[config.mk]
export PLATFORM = sky130hd
export DESIGN_NAME = uart_tx_feeder
export DESIGN_NICKNAME = d
export VERILOG_FILES = /design/src/rtl/uart_tx_feeder.sv
export SDC_FILE = /design/constraint.sdc
export NUM_CORES = 1
export LEC_CHECK = 0
export ABC_AREA = 1
export BUFFER_PORTS_ARGS = -buffer_cell sky130_fd_sc_hd__buf_2
export CAP_MARGIN = 15
export CORE_ASPECT_RATIO = 0.9
export CORE_MARGIN = 3
export CORE_UTILIZATION = 45
export CTS_CLUSTER_DIAMETER = 200
export DETAILED_ROUTE_END_ITERATION = 10
export SETUP_SLACK_MARGIN = 0.1
export SYNTH_ARGS = -nofsm -noshare
export SYNTH_HDL_FRONTEND = slang
export SYNTH_SLANG_ARGS = --single-unit
[constraint.sdc]
create_clock -name clk -period 1.2 [get_ports clk]
set_input_delay 0 -clock clk [delete_from_list [all_inputs] [get_ports clk]]
set_output_delay 0 -clock clk [all_outputs]
set_load 0.01 [all_outputs]
[src/rtl/uart_tx_feeder.sv]
// uart_tx_feeder
//   Byte FIFO and launch controller that sits directly in front of a UART
//   transmitter. The host pushes bytes on clk. The block presents the head
//   byte on tx_data and raises tx_start. It keeps tx_start high until the
//   transmitter's busy flag is seen (after synchronisation), so a launch
//   request cannot be missed by the slower transmitter clock domain.
//
// Ports
//   clk, rstn           system clock (rising edge), async active-low reset
//   wr_en, wr_data      host write strobe and byte, one byte per cycle
//   clr_err             clears the sticky overflow and start_timeout flags
//   tx_busy             transmitter busy, asynchronous to clk
//   tx_start, tx_data   level launch request and the byte it carries
//   full, empty, level  FIFO status; level counts the byte being launched
//   overflow            sticky: a write was attempted while full
//   start_timeout       sticky: busy did not rise within TIMEOUT cycles
`timescale 1ns/1ps

module uart_tx_feeder #(
  parameter int DEPTH   = 16,
  parameter int ADDR_W  = 4,
  parameter int TIMEOUT = 256
) (
  input  logic              clk,
  input  logic              rstn,
  input  logic              wr_en,
  input  logic [7:0]        wr_data,
  input  logic              clr_err,
  input  logic              tx_busy,
  output logic              tx_start,
  output logic [7:0]        tx_data,
  output logic              full,
  output logic              empty,
  output logic [ADDR_W:0]   level,
  output logic              overflow,
  output logic              start_timeout
);

  localparam int TMR_W = $clog2(TIMEOUT);
  localparam logic [TMR_W-1:0]  TMR_MAX  = TMR_W'(TIMEOUT - 1);
  localparam logic [ADDR_W:0]   LVL_FULL = (ADDR_W + 1)'(DEPTH);

  typedef enum logic [1:0] {S_IDLE, S_START, S_BUSY} state_e;

  // Reset synchroniser: assertion is immediate, release is aligned to clk.
  logic rst_meta_q, rst_n_q;

  // NOTE: sequential state is always updated with non-blocking assignments so
  // every flop samples the pre-edge values of the others.
  always_ff @(posedge clk or negedge rstn) begin
    if (!rstn) begin
      rst_meta_q <= 1'b0;
      rst_n_q    <= 1'b0;
    end else begin
      rst_meta_q <= 1'b1;
      rst_n_q    <= rst_meta_q;
    end
  end

  logic                 busy_meta_q, busy_s_q;
  logic [7:0]           mem_q [DEPTH];
  logic [ADDR_W-1:0]    wptr_q, wptr_d, rptr_q, rptr_d;
  logic [ADDR_W:0]      level_q, level_d;
  logic                 overflow_q, overflow_d;
  logic                 timeout_q, timeout_d;
  state_e               state_q, state_d;
  logic                 tx_start_q, tx_start_d;
  logic [7:0]           tx_data_q, tx_data_d;
  logic [TMR_W-1:0]     tmr_q, tmr_d;
  logic                 full_w, empty_w, push, pop, timeout_evt;

  assign full_w  = (level_q == LVL_FULL);
  assign empty_w = (level_q == '0);
  // A pop in the same cycle does not make room for a write while full.
  assign push    = wr_en && !full_w;

  // Launch FSM: registered outputs computed here, captured below.
  // NOTE: every signal assigned in this block gets a default first, so no
  // path leaves it unassigned and no latch is inferred.
  always_comb begin
    state_d     = state_q;
    tx_start_d  = tx_start_q;
    tx_data_d   = tx_data_q;
    tmr_d       = tmr_q;
    pop         = 1'b0;
    timeout_evt = 1'b0;
    unique case (state_q)
      S_IDLE: begin
        // A stale busy from a previous frame holds off the next launch.
        if (!empty_w && !busy_s_q) begin
          state_d    = S_START;
          tx_data_d  = mem_q[rptr_q];
          tx_start_d = 1'b1;
          tmr_d      = '0;
        end
      end
      S_START: begin
        if (busy_s_q) begin
          // Transmitter has taken the byte: only now is it removed.
          state_d    = S_BUSY;
          tx_start_d = 1'b0;
          pop        = 1'b1;
        end else if (tmr_q == TMR_MAX) begin
          // Give up on this attempt; the byte stays queued and is retried.
          state_d     = S_IDLE;
          tx_start_d  = 1'b0;
          timeout_evt = 1'b1;
        end else begin
          tmr_d = tmr_q + TMR_W'(1);
        end
      end
      S_BUSY: begin
        if (!busy_s_q) state_d = S_IDLE;
      end
      default: begin
        state_d    = S_IDLE;
        tx_start_d = 1'b0;
      end
    endcase
  end

  always_comb begin
    wptr_d     = push ? wptr_q + ADDR_W'(1) : wptr_q;
    rptr_d     = pop  ? rptr_q + ADDR_W'(1) : rptr_q;
    level_d    = level_q;
    if (push && !pop)      level_d = level_q + (ADDR_W + 1)'(1);
    else if (pop && !push) level_d = level_q - (ADDR_W + 1)'(1);
    // A new event in the clearing cycle wins over clr_err.
    overflow_d = (overflow_q && !clr_err) || (wr_en && full_w);
    timeout_d  = (timeout_q  && !clr_err) || timeout_evt;
  end

  always_ff @(posedge clk or negedge rst_n_q) begin
    if (!rst_n_q) begin
      busy_meta_q <= 1'b0;
      busy_s_q    <= 1'b0;
      wptr_q      <= '0;
      rptr_q      <= '0;
      level_q     <= '0;
      overflow_q  <= 1'b0;
      timeout_q   <= 1'b0;
      state_q     <= S_IDLE;
      tx_start_q  <= 1'b0;
      tx_data_q   <= 8'h00;
      tmr_q       <= '0;
    end else begin
      busy_meta_q <= tx_busy;
      busy_s_q    <= busy_meta_q;
      wptr_q      <= wptr_d;
      rptr_q      <= rptr_d;
      level_q     <= level_d;
      overflow_q  <= overflow_d;
      timeout_q   <= timeout_d;
      state_q     <= state_d;
      tx_start_q  <= tx_start_d;
      tx_data_q   <= tx_data_d;
      tmr_q       <= tmr_d;
    end
  end

  // NOTE: the storage array has no reset; the pointers and level define which
  // entries are valid, so clearing the data would only cost area and timing.
  always_ff @(posedge clk) begin
    if (push) mem_q[wptr_q] <= wr_data;
  end

  assign tx_start      = tx_start_q;
  assign tx_data       = tx_data_q;
  assign full          = full_w;
  assign empty         = empty_w;
  assign level         = level_q;
  assign overflow      = overflow_q;
  assign start_timeout = timeout_q;

endmodule

==> out/qor_table.md <==
| Item | This run |
|:---|:---|
| Run status | complete, but fails checks |
| Failing checks | setup timing |
| Part of the total power dissipated in the clock network | 0.215 |
| Count of unique library cells instantiated by Yosys | 32 |
| Clock tree from TritonCTS | yes |
| Max Clock Skew | 0.006578 ns |
| Number of vias in the routed layout | 5,648 |
| PortBufs | 30 |
| Clk root buf | sky130_fd_sc_hd__clkbuf_16 |
| RSZ-0062 raised after global routing | true |
| Top cell type by total area after synthesis | sky130_fd_sc_hd__edfxtp_1 |
| Final antenna diode count | 0 |
| Number of CTS-inserted buffers | 17 |
| Net switching component of the power | 9.519 mW |
| Most area-consuming cells after synthesis | sky130_fd_sc_hd__edfxtp_1 (52%), sky130_fd_sc_hd__dfrtp_1 (13%), sky130_fd_sc_hd__nand2_1 (12%), sky130_fd_sc_hd__nand3_1 (7.3%), sky130_fd_sc_hd__inv_1 (6.4%) |
| Proportion of total power due to net switching | 0.3757 |
| Detailed Place HPWL | 11.58 mm |
| Leak Pwr | 4.741 nW |
| Setup total negative slack | -74.86 ns |
| Portion of the post-synthesis area used by sequential elements | 0.6500 |
| Total track usage | 0.2158 |
| Core Footprint | 0.01571 mm^2 |
| DRC violation count after routing | 0 |
| Category of the critical setup timing path | reg2reg |
| Count of max-cap constraint violations | 0 |
| Number of flip-flops and latches in the synthesized netlist | 166 |
| Final setup viols | 161 |
| Cell count after synthesis | 736 |
| Die width | 141.0 um |
| Post-detailed-route wirelength per cell | 18.00 um |
| Part of the power in registers | 0.298 |
| Number of hold violations in the final report | 0 |
| Logic gate share of total power | 0.488 |
| Dominant synthesized flop cell | sky130_fd_sc_hd__edfxtp_1 |
| Number of antenna violations at the first check in global routing | 0 |
| Cell internal power dissipation | 15.82 mW |
| Relative area change from synthesis to final layout | 42.36% |
| Post-layout worst setup margin | -0.7291 ns |
| Vertical die dimension | 127.5 um |
| Clock transition at the register clock pins on the worst setup and hold paths after CTS | 0.07 ns |
| Proportion of register bits with asynchronous set or reset after synthesis | 0.2289 |
| Tcrit/Tclk final | 1.608 |
| Clock H-tree levels | 4 |
| Total power divided by cell area | 2413 mW/mm^2 |
| Pin count of the biggest net entering global routing | 43 |
| Crit path time final | 1.929 ns |
| IO Count | 31 |
| Maximum buffer depth of the clock tree | 2 |
| Worst-path maximum fanout | 8 |
| Number of warnings reported in the yosys synthesis log | 0 |
| Post-synth EDFFs | 128 |
| Initial Util | 0.4695 |
| Signal arrival time at the worst endpoint | 2.08 ns |
| Average via count per standard cell | 5.111 |
| Die outline area | 0.01796 mm^2 |
| Worst supply voltage drop on vdd | 0.001400 V |
| Sink count of the clock tree | 166 |
| Number of nets in the final layout | 914 |
| Element type at the critical path start | flip-flop |
| Share of the synthesized area in the top cell type | 0.5211 |
| Net count after synthesis | 760 |
| Routability cong. | 0.8354 |
| GRT Residual Overflow | 0 |
| Total Wirelength | 19.89 mm |
| Worst hold-check path type | in2reg |
| Avg Cell Area, Syn | 10.02 um^2 |
| Nature of the critical path endpoint | flip-flop |
| Count of routing violations after the opening detailed-route iteration | 458 |
| Required arrival time at the worst endpoint | 1.35 ns |
| Layout cells sized above 1 | 0.3643 |
| Global-route wire length before repair | 29.37 mm |
| Number of global-route vias before repair | 5,523 |
| Synthesized cell area | 0.007376 mm^2 |
| Iteration count of the initial detailed-routing pass | 5 |
| Fin. max-slew vios | 0 |
| Number of placement rows | 43 |
| Number of cells traversed by the worst register-to-register path | 10 |
| Highest Clock Rate | 0.5184 GHz |
| Clock latency on the worst-skew pair | 0.43 ns |
| Hold slack | 0.01560 ns |
| Count of nets left with antenna violations after detail routing | 0 |
| Count of cells along the worst hold path | 1 |
## final timing paths
path / from / slack [ns] / end
setup / recovery: level[3]$_DFFE_PN0P_ / -0.73 / mem_q[2][6]$_DFFE_PP_
hold / removal: wr_data[0] / 0.02 / mem_q[6][0]$_DFFE_PP_
setup reg to reg: level[3]$_DFFE_PN0P_ / -0.73 / mem_q[2][6]$_DFFE_PP_
hold reg to reg: rst_n_q$_DFF_PN0_ / 0.18 / wptr_q[0]$_DFFE_PN0N_
max in group asynchronous: rst_n_q$_DFF_PN0_ / 0.57 / tx_data[4]$_DFFE_PN0P_
min in group asynchronous: rst_n_q$_DFF_PN0_ / 0.18 / wptr_q[0]$_DFFE_PN0N_
## flip-flops by register name (all words and copies together) (netlist names)
name and count:
mem_q 128, tmr_q 8, tx_data 8, level 5, rptr_q 4, wptr_q 4, state_q 2, busy_meta_q 1
busy_s_q 1, overflow 1, rst_meta_q 1, rst_n_q 1, start_timeout 1, tx_start 1
## critical path: stages, from the launching register on
cell and delay [ns]:
sky130_fd_sc_hd__dfrtp_1 0.38, sky130_fd_sc_hd__inv_2 0.06, sky130_fd_sc_hd__nand4_1 0.15, sky130_fd_sc_hd__nand2_4 0.08, sky130_fd_sc_hd__buf_6 0.13, sky130_fd_sc_hd__buf_6 0.10
sky130_fd_sc_hd__buf_6 0.11, sky130_fd_sc_hd__buf_6 0.11, sky130_fd_sc_hd__buf_8 0.12, sky130_fd_sc_hd__nor3_4 0.22, sky130_fd_sc_hd__buf_12 0.18
## area by class of cell
type | instances | area (um^2)
Fill cell | 1128 | 5210
Clock buffer | 18 | 429.2
Sequential cell | 166 | 4798
Multi-Input combinational cell | 412 | 2626
Inverter | 131 | 521.8
Tap cell | 202 | 252.7
Clock inverter | 14 | 157.7
Timing Repair Buffer | 162 | 1714
## cell usage after synthesis (2+ instances only)
library cell / instances
sky130_fd_sc_hd__xnor2_1: 2
sky130_fd_sc_hd__buf_2: 19
sky130_fd_sc_hd__edfxtp_1: 128
sky130_fd_sc_hd__buf_6: 2
sky130_fd_sc_hd__inv_2: 5
sky130_fd_sc_hd__dfrtp_1: 38
sky130_fd_sc_hd__nand4_1: 2
sky130_fd_sc_hd__o21ai_0: 7
sky130_fd_sc_hd__buf_4: 3
sky130_fd_sc_hd__nand2_2: 3
sky130_fd_sc_hd__buf_1: 2
sky130_fd_sc_hd__a21oi_1: 3
sky130_fd_sc_hd__ha_1: 10
sky130_fd_sc_hd__o21ai_1: 2
sky130_fd_sc_hd__nand2_1: 229
sky130_fd_sc_hd__nor2_1: 12
sky130_fd_sc_hd__o22ai_1: 3
sky130_fd_sc_hd__xor2_1: 11
sky130_fd_sc_hd__nand3_1: 107
sky130_fd_sc_hd__inv_1: 125
sky130_fd_sc_hd__nor3_1: 12
## metal layers
metal | vias up | GRT usage | share of wire
li1 | 2686 | - | -
met1 | 2757 | 0.2962 | 0.42
met2 | 174 | 0.3522 | 0.49
met3 | 31 | 0.04192 | 0.066
met4 | 0 | 0.06439 | 0.021
met5 | - | 0 | 0
## power groups by stage
stage / registers [mW] / clock network (mW) / logic (mW)
detailed placement: 7.60 / 0 / 8.47
finish: 7.54 / 5.44 / 12.4
floorplan: 7.67 / 0 / 5.10
CTS: 7.50 / 5.48 / 9.69
global route: 7.61 / 5.74 / 13.4
global placement: 7.56 / 0 / 8.30
## cell families (layout without fill, tap and decap cells)
group | Yosys count | count (layout) | share of synthesized area
adder cells (fa/ha/maj) | 11 | 11 | 0.01968
AO/OA/AOI/OAI | 17 | 17 | 0.01255
XOR/XNOR | 13 | 13 | 0.01544
AND/OR/NAND/NOR | 370 | 370 | 0.2144
flip-flops | 166 | 166 | 0.6500
other | 1 | 1 | 0.0005084
buffers and inverters | 158 | 325 | 0.08736
## metrics by stage
stage                     cell area [um^2]  power [mW]    util  instances  worst slack [ns]
after global placement                8443       15.86  0.5374       1015           -0.7922
after global routing                 10500       26.72  0.6684       1105           -0.8240
after detailed placement              8443       16.08  0.5374       1015           -0.8630
final                                10500       25.34  0.6684       1105           -0.7291
after floorplan                       7564       12.76       -        736           -0.7318
after CTS                             9792       22.66  0.6233       1090           -0.7384
## placed cells by master (no fill, tap or decap), types with 2 or more instances in the layout
cell type and instances:
sky130_fd_sc_hd__edfxtp_1 128, sky130_fd_sc_hd__nand2_2 40, sky130_fd_sc_hd__bufinv_16 3, sky130_fd_sc_hd__buf_4 58, sky130_fd_sc_hd__nand3_2 43, sky130_fd_sc_hd__clkinv_1 2, sky130_fd_sc_hd__nand3_1 63, sky130_fd_sc_hd__nand4_1 2
sky130_fd_sc_hd__buf_12 19, sky130_fd_sc_hd__o22ai_2 3, sky130_fd_sc_hd__inv_1 118, sky130_fd_sc_hd__clkinvlp_4 3, sky130_fd_sc_hd__nand2_1 183, sky130_fd_sc_hd__a21oi_2 3, sky130_fd_sc_hd__buf_8 5, sky130_fd_sc_hd__nor2_4 5
sky130_fd_sc_hd__o21ai_0 2, sky130_fd_sc_hd__inv_2 6, sky130_fd_sc_hd__clkbuf_16 23, sky130_fd_sc_hd__inv_6 2, sky130_fd_sc_hd__buf_6 42, sky130_fd_sc_hd__ha_4 4, sky130_fd_sc_hd__buf_2 24, sky130_fd_sc_hd__xnor2_1 2
sky130_fd_sc_hd__dfrtp_2 3, sky130_fd_sc_hd__nor2_1 6, sky130_fd_sc_hd__nor2_2 2, sky130_fd_sc_hd__clkinv_2 4, sky130_fd_sc_hd__nor3_4 12, sky130_fd_sc_hd__ha_1 5, sky130_fd_sc_hd__inv_4 5, sky130_fd_sc_hd__dfrtp_1 35
sky130_fd_sc_hd__xor2_1 10, sky130_fd_sc_hd__nand2_4 9, sky130_fd_sc_hd__o21ai_2 2, sky130_fd_sc_hd__o21ai_1 5, sky130_fd_sc_hd__dlygate4sd3_1 8
## what timing repair did
action | CTS | global route
pin swaps | 25 | 49
setup buffers | 40 | 25
resized for setup | 78 | 134
hold buffers | 8 | 0
hold endpoints to repair | 47 | 0
gates cloned | 0 | 8
endpoints found under the setup margin | 167 | 168
No activity file was read; power rests on OpenSTA's default activity.
